[src/rtl/regfile_rename_if.sv]
// regfile_rename_if: ROB rename/commit, flush and dispatch read bundle for the renamed register file
interface regfile_rename_if #(parameter int DATA_W = 32, parameter int NICK_W = 5);
  logic              rdy;
  logic              clr;
  logic              nick_en;
  logic [NICK_W-1:0] nick;
  logic [4:0]        nick_regnm;
  logic              cmt_en;
  logic [4:0]        rd_regnm;
  logic [DATA_W-1:0] rd_dt;
  logic [NICK_W-1:0] rd_nick;
  logic [4:0]        rs1_regnm;
  logic [4:0]        rs2_regnm;
  logic [DATA_W-1:0] rs1_dt;
  logic [NICK_W-1:0] rs1_nick;
  logic [DATA_W-1:0] rs2_dt;
  logic [NICK_W-1:0] rs2_nick;
  modport master (
    output rdy, clr, nick_en, nick, nick_regnm, cmt_en, rd_regnm, rd_dt, rd_nick, rs1_regnm, rs2_regnm,
    input  rs1_dt, rs1_nick, rs2_dt, rs2_nick
  );
  modport slave (
    input  rdy, clr, nick_en, nick, nick_regnm, cmt_en, rd_regnm, rd_dt, rd_nick, rs1_regnm, rs2_regnm,
    output rs1_dt, rs1_nick, rs2_dt, rs2_nick
  );
endinterface

[src/rtl/regfile_rename.sv]
// regfile_rename: architectural register file with per-register ROB rename tags and commit bypass
module regfile_rename #(
  parameter int REG_NUM = 32,
  parameter int DATA_W  = 32,
  parameter int NICK_W  = 5
) (
  input logic            clk,
  input logic            rst_n,
  regfile_rename_if.slave bus
);
  logic [DATA_W-1:0] val [REG_NUM];
  logic [NICK_W-1:0] tag [REG_NUM];
  always_ff @(posedge clk or negedge rst_n) begin
    if (!rst_n) begin
      for (int i = 0; i < REG_NUM; i++) begin
        val[i] <= '0;
        tag[i] <= '0;
      end
    end else if (bus.rdy) begin
      if (bus.clr) begin
        for (int i = 0; i < REG_NUM; i++) tag[i] <= '0;
      end else begin
        if (bus.cmt_en && bus.rd_regnm != '0) begin
          val[bus.rd_regnm] <= bus.rd_dt;
          if (tag[bus.rd_regnm] == bus.rd_nick) tag[bus.rd_regnm] <= '0;
        end
        // a same-edge rename is written last so it overrides the commit's tag clear
        if (bus.nick_en && bus.nick_regnm != '0) tag[bus.nick_regnm] <= bus.nick;
      end
    end
  end
  logic [4:0]        rs [2];
  logic [DATA_W-1:0] dt [2];
  logic [NICK_W-1:0] nk [2];
  assign rs[0] = bus.rs1_regnm;
  assign rs[1] = bus.rs2_regnm;
  for (genvar s = 0; s < 2; s++) begin : g_rd
    logic [NICK_W-1:0] t;
    logic              byp;
    logic              z;
    assign t   = tag[rs[s]];
    assign z   = rs[s] == '0;
    assign byp = bus.cmt_en && !bus.clr && bus.rd_regnm == rs[s] && t == bus.rd_nick && t != '0;
    assign dt[s] = z ? '0 : byp ? bus.rd_dt : t != '0 ? '0 : val[rs[s]];
    assign nk[s] = (z || byp) ? '0 : t;
  end
  assign bus.rs1_dt   = dt[0];
  assign bus.rs1_nick = nk[0];
  assign bus.rs2_dt   = dt[1];
  assign bus.rs2_nick = nk[1];
endmodule

[src/flat_wrapper.sv]
// flat-port wrapper written by rule: the top's interface ports become plain ports
module regfile_rename_flat 
#(
  parameter int REG_NUM = 32,
  parameter int DATA_W  = 32,
  parameter int NICK_W  = 5
)
  (clk, rst_n, bus_rdy, bus_clr, bus_nick_en, bus_nick, bus_nick_regnm, bus_cmt_en, bus_rd_regnm, bus_rd_dt, bus_rd_nick, bus_rs1_regnm, bus_rs2_regnm, bus_rs1_dt, bus_rs1_nick, bus_rs2_dt, bus_rs2_nick);
  regfile_rename_if #(.DATA_W(DATA_W), .NICK_W(NICK_W)) bus_i ();
  input logic clk;
  input logic rst_n;
  input wire logic [$bits(bus_i.rdy)-1:0] bus_rdy;
  input wire logic [$bits(bus_i.clr)-1:0] bus_clr;
  input wire logic [$bits(bus_i.nick_en)-1:0] bus_nick_en;
  input wire logic [$bits(bus_i.nick)-1:0] bus_nick;
  input wire logic [$bits(bus_i.nick_regnm)-1:0] bus_nick_regnm;
  input wire logic [$bits(bus_i.cmt_en)-1:0] bus_cmt_en;
  input wire logic [$bits(bus_i.rd_regnm)-1:0] bus_rd_regnm;
  input wire logic [$bits(bus_i.rd_dt)-1:0] bus_rd_dt;
  input wire logic [$bits(bus_i.rd_nick)-1:0] bus_rd_nick;
  input wire logic [$bits(bus_i.rs1_regnm)-1:0] bus_rs1_regnm;
  input wire logic [$bits(bus_i.rs2_regnm)-1:0] bus_rs2_regnm;
  output wire logic [$bits(bus_i.rs1_dt)-1:0] bus_rs1_dt;
  output wire logic [$bits(bus_i.rs1_nick)-1:0] bus_rs1_nick;
  output wire logic [$bits(bus_i.rs2_dt)-1:0] bus_rs2_dt;
  output wire logic [$bits(bus_i.rs2_nick)-1:0] bus_rs2_nick;
  assign bus_i.rdy = bus_rdy;
  assign bus_i.clr = bus_clr;
  assign bus_i.nick_en = bus_nick_en;
  assign bus_i.nick = bus_nick;
  assign bus_i.nick_regnm = bus_nick_regnm;
  assign bus_i.cmt_en = bus_cmt_en;
  assign bus_i.rd_regnm = bus_rd_regnm;
  assign bus_i.rd_dt = bus_rd_dt;
  assign bus_i.rd_nick = bus_rd_nick;
  assign bus_i.rs1_regnm = bus_rs1_regnm;
  assign bus_i.rs2_regnm = bus_rs2_regnm;
  assign bus_rs1_dt = bus_i.rs1_dt;
  assign bus_rs1_nick = bus_i.rs1_nick;
  assign bus_rs2_dt = bus_i.rs2_dt;
  assign bus_rs2_nick = bus_i.rs2_nick;
  regfile_rename #(.REG_NUM(REG_NUM), .DATA_W(DATA_W), .NICK_W(NICK_W)) u_core (.clk(clk), .rst_n(rst_n), .bus(bus_i));
endmodule
[config.mk]
export PLATFORM = sky130hd
export DESIGN_NAME = regfile_rename_flat
export DESIGN_NICKNAME = d
export VERILOG_FILES = /design/src/rtl/regfile_rename_if.sv /design/src/rtl/regfile_rename.sv /design/src/flat_wrapper.sv
export SDC_FILE = /design/constraint.sdc
export NUM_CORES = 2
export LEC_CHECK = 0
export CAP_MARGIN = 40
export CORE_UTILIZATION = 45
export DETAILED_ROUTE_END_ITERATION = 6
export GPL_TIMING_DRIVEN = 1
export HOLD_SLACK_MARGIN = 0.1
export PLACE_DENSITY = 0.68
export SLEW_MARGIN = 20
export SYNTH_ARGS = -nofsm -noshare
export SYNTH_HDL_FRONTEND = slang
export SYNTH_SLANG_ARGS = --single-unit
[constraint.sdc]
create_clock -name clk -period 9.7 [get_ports clk]
set_input_delay 1.455 -clock clk [delete_from_list [all_inputs] [get_ports clk]]
set_output_delay 1.455 -clock clk [all_outputs]
set_load 0.005 [all_outputs]
=== Word level (Yosys, flattened, before mapping) ===
Cells that the tools add are included.

* Order comparisons: 6
* Equal/unequal tests: 5
* Mux-type cells: 37
* Bitwise gates (word level): 7
* Reduce and logical (&&, ||, !) cells: 21

{| class="wikitable"
|+ Operators by type and width
! cell !! number
|-
| bitwise mux 1024 bit || 1
|-
| two-way mux 160 bit || 6
|-
| two-way mux 32 bit || 11
|-
| binary-select mux 32 bit (select 5 bit) || 2
|-
| AND 160 bit || 1
|-
| bitwise mux 160 bit || 1
|-
| demux 32 bit (select 5 bit) || 1
|-
| NOT 160 bit || 1
|-
| binary-select mux 5 bit (select 5 bit) || 3
|-
| demux 5 bit (select 5 bit) || 2
|-
| two-way mux 5 bit || 10
|-
| == test 5 bit || 5
|-
| >= comparator 6 bit, second input constant || 4
|-
| NOT 5 -> 6 bit || 4
|-
| nonzero test 5 bit || 4
|-
| less-than comparator 6 x 1 -> 1 bit, second input constant || 2
|-
| logical AND 1 bit || 11
|-
| logical NOT 5 bit || 2
|-
| AND reduction 3 bit || 1
|-
| logical OR 1 bit || 2
|-
| logical NOT 1 bit || 1
|-
| NOT 1 bit || 1
|}

* Register bits: 1184
* Bits of input ports: 68
* Output and inout port bits: 74
* Word-level logic and storage cells: 140

=== Depth between registers and ports, before layout ===
* Word-level depth: 14
* Mapped depth: 12
* Mapped depth without buffers: 8

=== Worst setup path before layout ===
Ideal clock, no wire load.

* Path kind: input port to output port
* Start: input bus_rs2_regnm[0]
* End: output bus_rs2_dt[12]
* Data arrival time: 4169 ps
* Required time: 8245 ps
* Slack: 4076 ps
* Cell stages on the path: 8
* Buffers on the path: 4
* Cell sequence: buf_2 buf_1 buf_2 buf_1 mux4_2 mux4_2 mux2i_1 o2bb2ai_1

* Cells in the longest elaborated chain, start to end: 9

{| class="wikitable"
|+ RTL lines
! what !! line !! text
|-
| start: declaration || flat_wrapper.sv:22 || <nowiki>input wire logic [$bits(bus_i.rs2_regnm)-1:0] bus_rs2_regnm;</nowiki>
|-
| NOT 5 -> 6 bit (not written as such) || regfile_rename.sv:41, regfile_rename.sv:44 ||
|-
| binary-select mux 5 bit (select 5 bit) || regfile_rename.sv:41 || <nowiki>assign t = tag[rs[s]];</nowiki>
|-
| two-way mux 5 bit (not written as such) (2 in a row) || regfile_rename.sv:41 ||
|-
| == test 5 bit || regfile_rename.sv:43 || <nowiki>assign byp = bus.cmt_en && !bus.clr && bus.rd_regnm == rs[s] && t == bus.rd_nick && t != '0;</nowiki>
|-
| logical AND 1 bit (2 in a row) || regfile_rename.sv:43 ||
|-
| two-way mux 32 bit || regfile_rename.sv:44 || <nowiki>assign dt[s] = z ? '0 : byp ? bus.rd_dt : t != '0 ? '0 : val[rs[s]];</nowiki>
|-
| two-way mux 32 bit (*) || regfile_rename.sv:44 ||
|-
| end: declaration || flat_wrapper.sv:25 || <nowiki>output wire logic [$bits(bus_i.rs2_dt)-1:0] bus_rs2_dt;</nowiki>
|}

Every way passes the cells marked *; elsewhere a longest branch is shown, timed or not. The select of a mux whose other input is x is not followed.

=== Worst setup path after layout ===
* Start: input bus_rs1_regnm[1]
* End: output bus_rs1_dt[18]

* Cells in the longest elaborated chain, start to end: 9

{| class="wikitable"
|+ RTL lines
! what !! line !! text
|-
| start: declaration || flat_wrapper.sv:21 || <nowiki>input wire logic [$bits(bus_i.rs1_regnm)-1:0] bus_rs1_regnm;</nowiki>
|-
| NOT 5 -> 6 bit (not written as such) || regfile_rename.sv:41, regfile_rename.sv:44 ||
|-
| binary-select mux 5 bit (select 5 bit) || regfile_rename.sv:41 ||
|-
| two-way mux 5 bit (not written as such) (2 in a row) || regfile_rename.sv:41 ||
|-
| == test 5 bit || regfile_rename.sv:43 ||
|-
| logical AND 1 bit (2 in a row) || regfile_rename.sv:43 ||
|-
| two-way mux 32 bit || regfile_rename.sv:44 ||
|-
| two-way mux 32 bit (*) || regfile_rename.sv:44 ||
|-
| end: declaration || flat_wrapper.sv:23 || <nowiki>output wire logic [$bits(bus_i.rs1_dt)-1:0] bus_rs1_dt;</nowiki>
|}

Marks and branches as above.

==> results.json <==
{
  "status": "complete, no violations",
  "required_ns": 8.25,
  "synth.distinct_cells": 46,
  "ant_nets": 0,
  "drt-vias-per-instance": 6.771,
  "die_area_um2": 150600,
  "cts.reportedPaths.clkPinSlew_ns": 0.06,
  "hold_path_class": "reg -> reg",
  "vias": 44070,
  "critPathCaptureType": "output port",
  "multiInputGateArea_um2": 35710,
  "dpl_worst_slack_ns": 2.264,
  "yosys.area.top_type": "dfrtp_1",
  "tightest_slew_ns": 1.182,
  "skew_ns": 0.01710,
  "totalWireLength_um": 208000,
  "gp_congestion": 0.9555,
  "cts_max_level": 4,
  "fin_area_um2": 75730,
  "port_buffers": 141,
  "drt_pre_antenna_iters": 6,
  "critical_path_class": "in -> out",
  "die_w_um": 388.0,
  "ios": 142,
  "grt-ovfl-total": 0,
  "seq_area_um2": 29630,
  "clock_latency_ns": 0.77,
  "postLayoutSetupSlackWorst_ns": 2.257,
  "wl_per_cell_um": 31.96,
  "grtUsageTotal_pct": 27.87,
  "cts-root-buf": "clkbuf_16",
  "placedInstanceArea_um2": 71200,
  "drc": 0,
  "post-route-util_pct": 51.22,
  "netlist.area_leader.share_pct": 44.18,
  "grt_pass1_vias": 44540,
  "max-cap-violations": 0,
  "finalHoldViolCount": 0,
  "layout_min_cycle_time_ns": 7.443,
  "coreArea_um2": 147800,
  "yosys_warnings": 0,
  "max_freq_mhz": 134.3,
  "ys_seq_elements": 1184,
  "cpMaxStageDelayCell": "and2_4",
  "worst-path-max-fanout": 97,
  "setup_violations": 0,
  "ys.flop_type": "dfrtp_1",
  "fin_crit_sh_pct": 76.74,
  "fin_setup_tns_ns": 0,
  "cts_hold_buf": 0,
  "numCtsBuffers": 130,
  "nFillCells": 12040,
  "syn_area_per_cell_um2": 14.69,
  "synthesis.area_um2": 67060,
  "cts_buffer_depth": 3,
  "synth_area_leaders": "dfrtp_1 44%, mux4_2 25%, mux2_2 17%",
  "rsz0062_at_grt": "no",
  "syn_to_final_growth_pct": 12.93,
  "layout.nets": 4548,
  "start_util_pct": 45.36,
  "ys_seq_area_share_pct": 44.18,
  "grt_max_degree": 193,
  "die_y_um": 388.0,
  "maxSlewHeadroom_pct": 21.17,
  "grt_pass1_wl_um": 309800,
  "post-cts-setup-buffer-count": 0,
  "maxSlewViolCount": 0,
  "ir_drop_v": 0.0001945,
  "num_rows": 141,
  "synthesis.instances": 4564,
  "drive_gt1_share_pct": 47.77,
  "path_delay_family": "buffers and inverters",
  "hpwl_um": 126000,
  "synth_edf_count": 0,
  "cp_data_arrival_time_ns": 5.99,
  "cp_slowest_stage_delay_ns": 0.71,
  "cts_tree": "done",
  "synth_nets": 4632,
  "cp-start-kind": "input pin",
  "first_iter_violations": 5189,
  "ys_async_sr_fraction_pct": 100.0,
  "path_cells": "buf_8 -> mux4_2 -> mux4_2 -> mux2i_2 -> xor2_1 -> nand2_1 -> nor4_4 -> and2_4 -> buf_4 -> o2bb2ai_1 -> clkdlybuf4s50_1",
  "critPathBufInv": 3,
  "p_leak_nw": 32.64,
  "cp_common_cell": "mux4_2",
  "antenna_found_initial": 7,
  "p_per_area_nw_per_um2": 171.8,
  "ctsResizeCount": 0,
  "clock-sinks": 1184,
  "holdWs_ns": 0.3930
}
[path summary, 6_finish.rpt]
| kind | endpoint | startpoint | cells after the start | slack [ns] |
|---|---|---|---|---|
| max | bus_rs1_dt[18] | bus_rs1_regnm[1] | 11 | 2.26 |
| min | u_core.val[995] | u_core.val[995] | 0 | 0.39 |
| max reg2reg | u_core.tag[148] | u_core.tag[82] | 9 | 6.14 |
| min reg2reg | u_core.val[995] | u_core.val[995] | 0 | 0.39 |
| max in group asynchronous | u_core.val[101] | rst_n | 3 | 7.03 |
| min in group asynchronous | u_core.val[624] | rst_n | 1 | 0.68 |
[where the power goes]
group | internal, mW | leakage [nW] | total [mW] | switching (mW)
logic | 1.14 | 14.4 | 2.15 | 1.01
clock network | 2.94 | 2.13 | 5.06 | 2.12
registers | 5.37 | 16.2 | 5.80 | 0.433
[kinds of logic (layout without fill, tap and decap cells)]
group | Yosys count | in the layout | synth area share (%)
buf+inv | 506 | 518 | 2.952
other cells | 0 | 3 | 0
compound gates | 416 | 416 | 3.547
flops | 1184 | 1184 | 44.18
xor+xnor | 25 | 25 | 0.3265
simple gates | 557 | 557 | 5.114
mux | 1876 | 1876 | 43.88
[state kept, by name (all words and copies together), names as in the netlist]
signal,count
u_core.val,1024
u_core.tag,160
[cell type report]
cell class,instances,area share (%)
multi-input cells,2874,47.16
flip-flops and latches,1184,39.12
clock buffers,187,5.048
repair buffers,289,4.818
well taps,1930,3.189
clock inverters,41,0.6477
diodes,3,0.009913
inverters,1,0.004957
[metrics by stage]
| stage | power, mW | std cells |
|---|---|---|
| final | 13.01 | 6509 |
| after global routing | 13.45 | 6506 |
| after CTS | 13.06 | 6497 |
| after detailed placement | 8.006 | 6269 |
| after global placement | 7.894 | 6200 |
| after floorplan | 7.128 | 4564 |
[cells in the mapped netlist (8+ instances only)]
cell type,number
o22ai_1,21
mux4_2,750
xor2_1,9
o2bb2ai_1,65
nand2_1,56
nand3_1,12
mux2i_1,129
nor3b_1,12
or3b_2,25
buf_2,10
nand3b_1,140
and2_1,11
nor4_1,41
dfrtp_1,1184
mux2_2,994
buf_4,8
buf_1,127
nor2b_1,157
clkbuf_1,355
xnor2_1,16
o21ai_0,163
a21oi_1,155
nor2_1,72
[worst reg2reg max path, delay by kind of cell (launching register included)]
family	cells	cell delay, ns
mux	1	0.25
flops	1	0.46
simple gates	3	1.56
buf+inv	1	0.41
xor+xnor	1	0.21
compound gates	3	0.49
[placed cells by master, fill, tap and decap left out, types with 6 or more instances in the layout]
cell             instances
nor3b_1                 11
clkbuf_16              134
nor2b_1                157
buf_8                   25
nand3b_1               140
mux2i_1                129
or3b_2                  25
clkbuf_8                29
o21ai_0                163
nand2_1                 40
nand3_1                 11
nor4_1                  41
xnor2_1                 16
clkbuf_1                26
clkdlybuf4s50_1        123
buf_16                  30
a21oi_1                155
nand2_4                 15
and2_1                   6
buf_4                   65
mux4_2                 750
buf_12                  28
buf_6                    9
dfrtp_1               1184
clkinv_2                19
xor2_1                   9
nor2_4                  16
o2bb2ai_1               65
nor2_1                  56
mux2_2                 994
o22ai_1                 21
bufinv_16                7
[layer usage]
| layer | routed length, um | vias to the layer above | GRT usage [%] | part of all wire, % |
|---|---|---|---|---|
| met2 | 96800 | 2190 | 42.54 | 47 |
| li1 | - | 17610 | - | - |
| met5 | 41 | - | 0 | 0.020 |
| met3 | 20210 | 440 | 6.992 | 9.7 |
| met1 | 83410 | 23820 | 38.72 | 40 |
| met4 | 7569 | 6 | 10.03 | 3.6 |
No activity file was read; power rests on OpenSTA's default activity.
